$ cat config.mk
export PLATFORM = sky130hd
export DESIGN_NAME = diagonal_sched
export DESIGN_NICKNAME = d
export VERILOG_FILES = /design/src/rtl/diagonal_sched.sv
export SDC_FILE = /design/constraint.sdc
export NUM_CORES = 1
export LEC_CHECK = 0
export BUFFER_PORTS_ARGS = -buffer_cell sky130_fd_sc_hd__buf_2
export CAP_MARGIN = 10
export CORE_MARGIN = 10
export CORE_UTILIZATION = 58
export CTS_CLUSTER_DIAMETER = 100
export DETAILED_ROUTE_END_ITERATION = 16
export HOLD_SLACK_MARGIN = 0.02
export PLACE_DENSITY_LB_ADDON = 0.25
export RECOVER_POWER = 25
export SLEW_MARGIN = 0
export SYNTH_ARGS = -nofsm -noshare
export SYNTH_HDL_FRONTEND = slang
export SYNTH_SLANG_ARGS = --single-unit
export TNS_END_PERCENT = 1
$ cat constraint.sdc
create_clock -name clk -period 3.8 [get_ports clk]
set_input_delay 0.38 -clock clk [delete_from_list [all_inputs] [get_ports clk]]
set_output_delay 0.38 -clock clk [all_outputs]
set_load 0.01 [all_outputs]
$ cat src/rtl/diagonal_sched.sv
// Two-requester counter scheduler: X and Y climb under round-robin arbitration
// with Y never passing X, saturate in FULL, and drain back to zero on clr.
module diagonal_sched #(
    parameter int W = 4
) (
    input  logic         clk,
    input  logic         reset,
    input  logic         req_x,
    input  logic         req_y,
    input  logic         clr,
    output logic         gnt_x,
    output logic         gnt_y,
    output logic [W-1:0] X,
    output logic [W-1:0] Y,
    output logic         full,
    output logic         done,
    output logic [1:0]   state_dbg
);

    localparam logic [W-1:0] KMAX = '1;

    typedef enum logic [1:0] {
        RUN   = 2'd0,
        FULL  = 2'd1,
        DRAIN = 2'd2
    } state_t;

    // Initializers match the reset values so formal runs start from reset state.
    state_t       state_q = RUN;
    logic         rr_q    = 1'b0;
    logic [W-1:0] x_q     = '0;
    logic [W-1:0] y_q     = '0;

    logic         arb_ok;
    logic         cand_x;
    logic         cand_y;
    logic [W-1:0] x_nxt;
    logic [W-1:0] y_nxt;

    // Handshake: req_x/req_y are requests; gnt_x/gnt_y mean the matching counter
    // advances by one at this posedge. A request without a grant is simply dropped.
    assign arb_ok = (state_q == RUN) && !clr && !reset;
    assign cand_x = req_x && (x_q != KMAX);
    assign cand_y = req_y && (y_q < x_q);

    assign gnt_x = arb_ok && cand_x && (!cand_y || !rr_q);
    assign gnt_y = arb_ok && cand_y && (!cand_x || rr_q);

    assign x_nxt = x_q + {{(W-1){1'b0}}, gnt_x};
    assign y_nxt = y_q + {{(W-1){1'b0}}, gnt_y};

    assign X         = x_q;
    assign Y         = y_q;
    assign full      = (state_q == FULL) && !reset;
    assign done      = (state_q == DRAIN) && (x_q == '0) && (y_q == '0) && !reset;
    assign state_dbg = state_q;

    always_ff @(posedge clk) begin
        if (reset) begin
            state_q <= RUN;
            rr_q    <= 1'b0;
            x_q     <= '0;
            y_q     <= '0;
        end else begin
            case (state_q)
                RUN: begin
                    if (clr) begin
                        state_q <= DRAIN;
                    end else begin
                        x_q <= x_nxt;
                        y_q <= y_nxt;
                        if (gnt_x) rr_q <= 1'b1;
                        if (gnt_y) rr_q <= 1'b0;
                        if ((x_nxt == KMAX) && (y_nxt == KMAX)) state_q <= FULL;
                    end
                end
                FULL: begin
                    if (clr) state_q <= DRAIN;
                end
                DRAIN: begin
                    // Drain Y first so Y <= X holds on every step down.
                    if (y_q != '0) begin
                        y_q <= y_q - 1'b1;
                    end else if (x_q != '0) begin
                        x_q <= x_q - 1'b1;
                    end else begin
                        state_q <= RUN;
                        rr_q    <= 1'b0;
                    end
                end
                default: begin
                    state_q <= RUN;
                    rr_q    <= 1'b0;
                    x_q     <= '0;
                    y_q     <= '0;
                end
            endcase
        end
    end

    ap_y_le_x: assert property (@(posedge clk) disable iff (reset) (y_q <= x_q));
    ap_done_in_drain: assert property (@(posedge clk) disable iff (reset)
        (done |-> (state_q == DRAIN)));
    ap_full_done_excl: assert property (@(posedge clk) disable iff (reset)
        !(full && done));

endmodule

# Word-level counts from Yosys, hierarchy flattened
# Cells that the tools add are included.
totals:
  reg_bits: 11
  input_bits: 5
  output_inout_bits: 14
  wordCells: 71
op_classes:
  add_sub_neg: 4
  n_lt_le_gt_ge: 1
  eq_ne: 13
  muxes: 19
  bitwise_logic: 1
  reduce_logical: 29
ops:
  columns: ["operator", "n"]
  rows:
  - ["$pmux W4 S3", 2]
  - ["$mux W4", 5]
  - ["$logic_and A1 B1 Y1", 13]
  - ["$mux W2", 5]
  - ["$add A4 B1 Y4", 2]
  - ["$eq A4 B4 Y1 const B", 2]
  - ["$logic_not A4 Y1", 2]
  - ["$ne A2 B2 Y1 const B", 4]
  - ["$reduce_and A4 Y1", 2]
  - ["$reduce_bool A4 Y1", 2]
  - ["$sub A4 B1 Y4 const B", 2]
  - ["$pmux W2 S3", 1]
  - ["$logic_not A1 Y1", 5]
  - ["$mux W1", 5]
  - ["$reduce_and A5 Y1", 1]
  - ["$lt A4 B4 Y1", 1]
  - ["$ne A2 B1 Y1 const B", 2]
  - ["$ne A4 B4 Y1 const B", 1]
  - ["$ne A3 B2 Y1 const B", 1]
  - ["$ne A3 B3 Y1 const B", 1]
  - ["$pmux W1 S3", 1]
  - ["$reduce_and A3 Y1", 1]
  - ["$eq A2 B1 Y1 const B", 1]
  - ["$eq A2 B2 Y1 const B", 1]
  - ["other kinds (3)", 4]

# Longest topological paths before layout
# Gate-level depths: netlist (run 1).
logic_depth:
  depth_word: 11
  mapped_depth: 12
  depth_no_buf: 12

# Worst setup path after synthesis (run 1)
# OpenSTA, ideal clock, no wires.
synth_timing:
  path_type: "register -> register"
  startpoint: "reg x_q[1], in the netlist X[1]"
  endpoint: "reg x_q[2], in the netlist X[2]"
  setup_time_ns: 0.092
  arrival_ns: 2.362
  required_ns: 3.708
  setup_slack_ns: 1.345
  path_stages_with_launch: 13
  path_buffers: 0
  period_less_slack_ns: 2.455
  path_cell_list: "dfxtp_1 > inv_1 > ha_1 > o211ai_1 > o2111ai_1 > nor2_1 > nor2_1 > ha_1 > ha_1 > mux2_2 > o21ai_0 > a21oi_1 > o32ai_1"
synth_via:
  elab_chain_len: 8
  elab_cells_between_ends: 17
  cone_classes: "add/sub: 2; order compare: 1; eq/ne: 2; mux: 4; reduce/logical: 8"
synth_lines:
  columns: ["element", "line_no", "rtl"]
  rows:
  - ["from (decl)", "31", "logic [W-1:0] x_q = '0;"]
  - ["from (signal assigned)", "70", "x_q <= x_nxt;"]
  - ["from (signal assigned)", "85", "x_q <= x_q - 1'b1;"]
  - ["$lt A4 B4 Y1", "44", "assign cand_y = req_y && (y_q < x_q);"]
  - ["$logic_and A1 B1 Y1", "44", null]
  - ["$logic_not A1 Y1", "46", "assign gnt_x = arb_ok && cand_x && (!cand_y || !rr_q);"]
  - ["$logic_or A1 B1 Y1", "46", null]
  - ["$logic_and A1 B1 Y1 (*)", "46", null]
  - ["via gnt_x", "11", "output logic gnt_x,"]
  - ["$add A4 B1 Y4 (*)", "49", "assign x_nxt = x_q + {{(W-1){1'b0}}, gnt_x};"]
  - ["$mux W4 (*)", "67", "if (clr) begin"]
  - ["$pmux W4 S3 (*)", "65", "case (state_q)"]
# The timed path passes the listed nets; every way through them passes the cells marked *. The select of a mux whose other input is x is not followed.
# A chain may end at the register's enable or synchronous reset.

# Final worst setup path (run 1)
layout_timing:
  startpoint: "reg x_q[1], in the netlist X[1]"
  endpoint: "reg x_q[1], in the netlist X[1]"
layout_via:
  elab_chain_len: 8
  elab_cells_between_ends: 17
  cone_classes: "add/sub: 2; order compare: 1; eq/ne: 2; mux: 4; reduce/logical: 8"
layout_lines:
  columns: ["element", "line_no"]
  rows:
  - ["$lt A4 B4 Y1", "44"]
  - ["$logic_and A1 B1 Y1", "44"]
  - ["$logic_not A1 Y1", "46"]
  - ["$logic_or A1 B1 Y1", "46"]
  - ["$logic_and A1 B1 Y1", "46"]
  - ["$add A4 B1 Y4", "49"]
  - ["$mux W4", "67"]
  - ["$pmux W4 S3", "65"]
# Several ways; a longest one is shown, not always the timed one. The select of a mux whose other input is x is not followed.

==> metrics.cfg, run 1 <==
[worst_setup_path]
worstPathArrival_ns = 2.95
cp-end-kind = flop
setup.worst_path.class = reg -> reg
crit_fanout = 6
start_kind = flop
required_ns = 4.03

[sta]
relSlewSlack_pct = 62.83
timing.final.crit_share_pct = 71.62
max_clock_freq_mhz = 367.4
rsz0062_at_grt = no
layout_min_cycle_time_ns = 2.722
hold-worst-slack_ns = 0.3993
setup-violations-final = 0
skew_ns = 0.005429
maxSlewViolCount = 0
tns_ns = 0
tightest_slew_ns = 0.5567
finalHoldViolations = 0

[cells_and_area]
design_area_um2 = 1096
nNetsFinal = 158
seq_area_um2 = 220.2
final-instance-count-excl-fill = 158
multiInputGateArea_um2 = 698.2
n_fill_cell = 137
final_core_util_pct = 70.30
num_antenna_cells = 0
area_growth_pct = 10.75
drive_above_1_share_pct = 15.49

[synthesis]
syn-cell-area_um2 = 989.7
yosysSeqAreaShare_pct = 22.25
ys_ff_latch = 11
syn-mean-instance-area_um2 = 7.981
synth.most_common_cell = nor2_1
ys_types = 43
ys_top_cells_by_area = dfxtp_1 22%, ha_1 13%, nor2_1 4.9%
synth_edf_count = 0
ys_warn_count = 0
synth_fp_nets = 139
synth_top_area_cell = dfxtp_1
ys_top_cells_by_count = 13 x nor2_1, 11 x dfxtp_1, 11 x inv_1
yosys_most_used_dff = dfxtp_1
syn-instance-count = 124
synth.top_cell.area_share_pct = 22.25
synthArstFlopShare_pct = 0

[clock_network]
cts_sinks = 11
cts_resized = 0
cts_tree = done
h-tree-depth = 1
cts_hold_buf = 0
clock_latency_ns = 0.28
clk_pin_slew_ns = 0.08
post_cts_buffers = 0
cts_root_buffer = clkbuf_4
cts_buffers = 3
clockBufferDepth = 2

[detailed_routing]
viasPerCell = 6.278
routedWlPerCell_um = 16.92
dr.first_iter.drc_count = 65
drt-pass1-iter-count = 4
ant_nets = 0
drt-total-wl_um = 2674
dr_total_vias = 992
drc = 0

[run_status]
status = finished clean

[global_route]
grt_max_degree = 26
gr-total-overflow = 0
grt_util_all_layers_pct = 15.51
grt_pass1_vias = 933
antenna_found_initial = 0
grt_pass1_wl_um = 4388

[power_and_ir_drop]
combinationalPowerShare_pct = 47.4
p_per_area_nw_per_um2 = 422.2
switchingPower_uw = 198.6
leakagePower_nw = 0.4662
seq_power_share_pct = 33.9
p_int_uw = 264.2
p_clk_share_pct = 18.7
sw_frac_of_total_pct = 42.91
vdd_drop_max_mv = 0.2783

[die]
rows = 14
die-area_um2 = 3759
coreArea_um2 = 1559
fp.dieH_um = 61.31
ios = 19
start_util_pct = 63.48
die_x_um = 61.31

[hold_path]
worstHoldPathType = in -> reg

[placement]
dpl.hpwl_um = 1978
dp_cells = 154
place_congestion = 0.9822
place.port_buffers = 18
placed_cell_area_um2 = 1077

[job]
maxCapViolations = 0

==> per-stage QoR <==
step,worst slack [ns],power (mW)
floorplan,1.345,0.3184
global placement,1.234,0.3697
detailed placement,1.127,0.3749
CTS,1.118,0.4613
global route,0.8635,0.4969
finish,1.078,0.4628
==> logic make-up after synthesis <==
kind of cell,Yosys count,share of synthesized area [%]
compound gates,33,24.91
xor+xnor,6,5.310
fa+ha+maj,10,12.64
buf+inv,16,7.205
flops,11,22.25
mux,1,1.138
simple gates,47,26.55
==> area by class of cell <==
| cell class | instances | share of cell area [%] |
|---|---|---|
| Tap cell | 16 | 1.826 |
| Sequential cell | 11 | 20.09 |
| Inverter | 11 | 3.767 |
| Timing Repair Buffer | 19 | 8.219 |
| Clock buffer | 4 | 2.397 |
| Multi-Input combinational cell | 97 | 63.70 |
==> worst max-delay path: stages (launching register included) <==
cell and delay [ns]:
dfxtp_1 0.46, inv_1 0.12, ha_1 0.30, o211ai_1 0.18, o2111ai_1 0.20, nor2_1 0.13
nor2_1 0.07, ha_1 0.22, ha_1 0.32, nor2_1 0.05, a2111oi_0 0.43, a31o_1 0.20
==> final timing paths <==
check,startpoint,end,slack (ns),cells past startpoint
setup / recovery,X[1],X[1],1.08,11
hold / removal,clr,state_dbg[0],0.40,2
setup reg to reg,X[1],X[1],1.08,11
hold reg to reg,rr_q,rr_q,0.49,2
==> metal layers <==
metal  wire length, µm  part of all wire (%)  track usage (%)
met3               207                   7.7            3.704
met1              1256                    47            20.75
met5                 0                     0                0
met4                41                   1.5            6.189
met2              1169                    44            23.22
==> flip-flops by register name, summed over array words and instances (netlist names) <==
register / count
rr_q: 1
Y: 4
state_dbg: 2
X: 4
==> layout by cell type (no fill, tap or decap), drive strengths merged, types with 2 or more instances in the layout <==
cell type / n
or4b: 2
a21oi: 6
buf: 13
dfxtp: 11
o21ai: 7
xnor2: 4
o211ai: 3
ha: 10
a221oi: 3
a211oi: 2
xor2: 2
a311oi: 2
nor2b: 2
nand4: 3
clkbuf: 10
nor3b: 2
nor2: 13
nand2b: 4
nand2: 8
nand3: 3
o21bai: 2
a31o: 2
nor4: 2
inv: 11
nor3: 3
==> power groups by stage <==
stage | sequential, mW | clock [mW] | combinational [mW]
detailed placement | 0.159 | 0 | 0.216
CTS | 0.156 | 0.0860 | 0.219
global placement | 0.157 | 0 | 0.213
finish | 0.157 | 0.0864 | 0.219
global route | 0.159 | 0.0936 | 0.244
floorplan | 0.159 | 0 | 0.160
No activity file was read; power rests on OpenSTA's default activity.
==> run 2: changes to the inputs <==
CORE_UTILIZATION = 54   (was 58)
clock period = 2.8 ns   (was 3.8 ns; I/O delays follow)
==> metrics.cfg, run 2 (same netlist as run 1, synthesis figures left out) <==
[run_status]
status = finished clean

[clock_network]
post_cts_buffers = 0  ; unchanged
cts_buffers = 3  ; unchanged
clockBufferDepth = 2  ; unchanged
clk_pin_slew_ns = 0.08  ; about the same
cts_resized = 0  ; unchanged
cts_hold_buf = 0  ; unchanged
clock_latency_ns = 0.28  ; about the same
h-tree-depth = 1  ; unchanged
cts_tree = done
cts_sinks = 11  ; unchanged
cts_root_buffer = clkbuf_4

[sta]
relSlewSlack_pct = 59.43  ; -3.4 points
maxSlewViolCount = 0  ; unchanged
timing.final.crit_share_pct = 91.17  ; +20 points
finalHoldViolations = 0  ; unchanged
tightest_slew_ns = 0.6030  ; +0.04628 ns
setup-violations-final = 0  ; unchanged
rsz0062_at_grt = no
layout_min_cycle_time_ns = 2.553  ; -0.1689 ns
fin_ws_ns = 0.2473  ; -0.8311 ns
tns_ns = 0  ; unchanged
skew_ns = 0.007409  ; +0.001981 ns
max_clock_freq_mhz = 391.7  ; +6.6%

[global_route]
grt_pass1_wl_um = 4809  ; +9.6%
antenna_found_initial = 0  ; unchanged
grt_pass1_vias = 978  ; +4.8%
grt_util_all_layers_pct = 14.56  ; -0.95 points
grt_max_degree = 26  ; unchanged
gr-total-overflow = 0  ; unchanged

[die]
die-area_um2 = 3945  ; +5.0%
die_x_um = 62.81  ; +2.4%
start_util_pct = 57.32  ; -6.2 points
rows = 15  ; +1
fp.dieH_um = 62.81  ; +2.4%
ios = 19  ; unchanged
coreArea_um2 = 1727  ; +11%

[cells_and_area]
nNetsFinal = 162  ; +2.5%
area_growth_pct = 16.44
final_cell_mix = 16 x buf_2, 13 x nor2_1, 11 x inv_1
final_core_util_pct = 66.74  ; -3.6 points
final_common_cell = buf_2
num_antenna_cells = 0  ; unchanged
drive_above_1_share_pct = 21.92  ; +6.4 points

[power_and_ir_drop]
vdd_drop_max_mv = 0.2994  ; +7.6%
p_per_area_nw_per_um2 = 559.6  ; +33%
leakagePower_nw = 0.4990  ; +7.0%
power_uw = 644.9  ; +39%

[job]
maxCapViolations = 0  ; unchanged

[worst_setup_path]
cp.buffers_inverters = 1  ; unchanged
crit_fanout = 6  ; unchanged
worstPathArrival_ns = 2.78  ; -0.17 ns
cp_cell_sequence = inv_1 -> ha_1 -> o211ai_1 -> o2111ai_2 -> nor2_1 -> nor2_1 -> ha_1 -> ha_1 -> nor2_1 -> a2111oi_2 -> a31o_1
start_kind = flop
required_ns = 3.03  ; -1.00 ns
critPathSlowestCell = a2111oi_2
setup.worst_path.class = reg -> reg
max_stage_delay_ns = 0.39  ; -0.07 ns
crit_family = compound AO/OA/AOI/OAI gates
cp-end-kind = flop

[detailed_routing]
drt-total-wl_um = 2775  ; +3.8%
ant_nets = 0  ; unchanged
drc = 0  ; unchanged
viasPerCell = 6.117  ; -2.6%
dr_total_vias = 1046  ; +5.4%
dr.first_iter.drc_count = 16  ; -75%
routedWlPerCell_um = 16.23  ; -4.1%
drt-pass1-iter-count = 4  ; unchanged

[placement]
dp_slack_ns = 0.1106  ; -1.016 ns
place_congestion = 0.9099  ; -7.4%
place.port_buffers = 18  ; unchanged
dpl.hpwl_um = 2102  ; +6.3%

[hold_path]
worstHoldPathType = in -> reg

==> run 2: power breakdown <==
part | internal (mW) | switching (mW) | total (mW)
clock | 0.0554 | 0.0599 | 0.115
combinational | 0.138 | 0.188 | 0.326
sequential | 0.177 | 0.0265 | 0.204
total | 0.371 | 0.274 | 0.645
==> run 2: layout make-up <==
| type | instances | area, µm² |
|---|---|---|
| Multi-Input combinational cell | 97 | 710.7 |
| Fill cell | 156 | 574.3 |
| Sequential cell | 11 | 225.2 |
| Timing Repair Buffer | 23 | 117.6 |
| Inverter | 11 | 41.29 |
| Tap cell | 25 | 31.28 |
| Clock buffer | 4 | 26.28 |
==> run 2: per-layer routing <==
metal	share of wire (%)	GRT usage, %	wire length (µm)
met1	46	17.90	1285
met2	45	22.95	1258
met3	6.6	5.018	184
met4	1.7	4.749	46
met5	0	0	0
==> run 2: final timing paths <==
| path | end | slack (ns) | from | cells past startpoint |
|---|---|---|---|---|
| max | X[1] | 0.25 | X[1] | 11 |
| min | state_dbg[0] | 0.29 | clr | 2 |
| max reg2reg | X[1] | 0.25 | X[1] | 11 |
| min reg2reg | rr_q | 0.52 | rr_q | 2 |
==> run 2: stage by stage <==
stage	cell area [µm²]	hold WS, ns	std cells
2_1_floorplan	989.7	0.3938	124
3_3_place_gp	1119	0.4900	167
3_5_place_dp	1119	0.4898	167
4_1_cts	1145	0.2894	171
5_1_grt	1152	0.3062	171
6_report	1152	0.2942	171
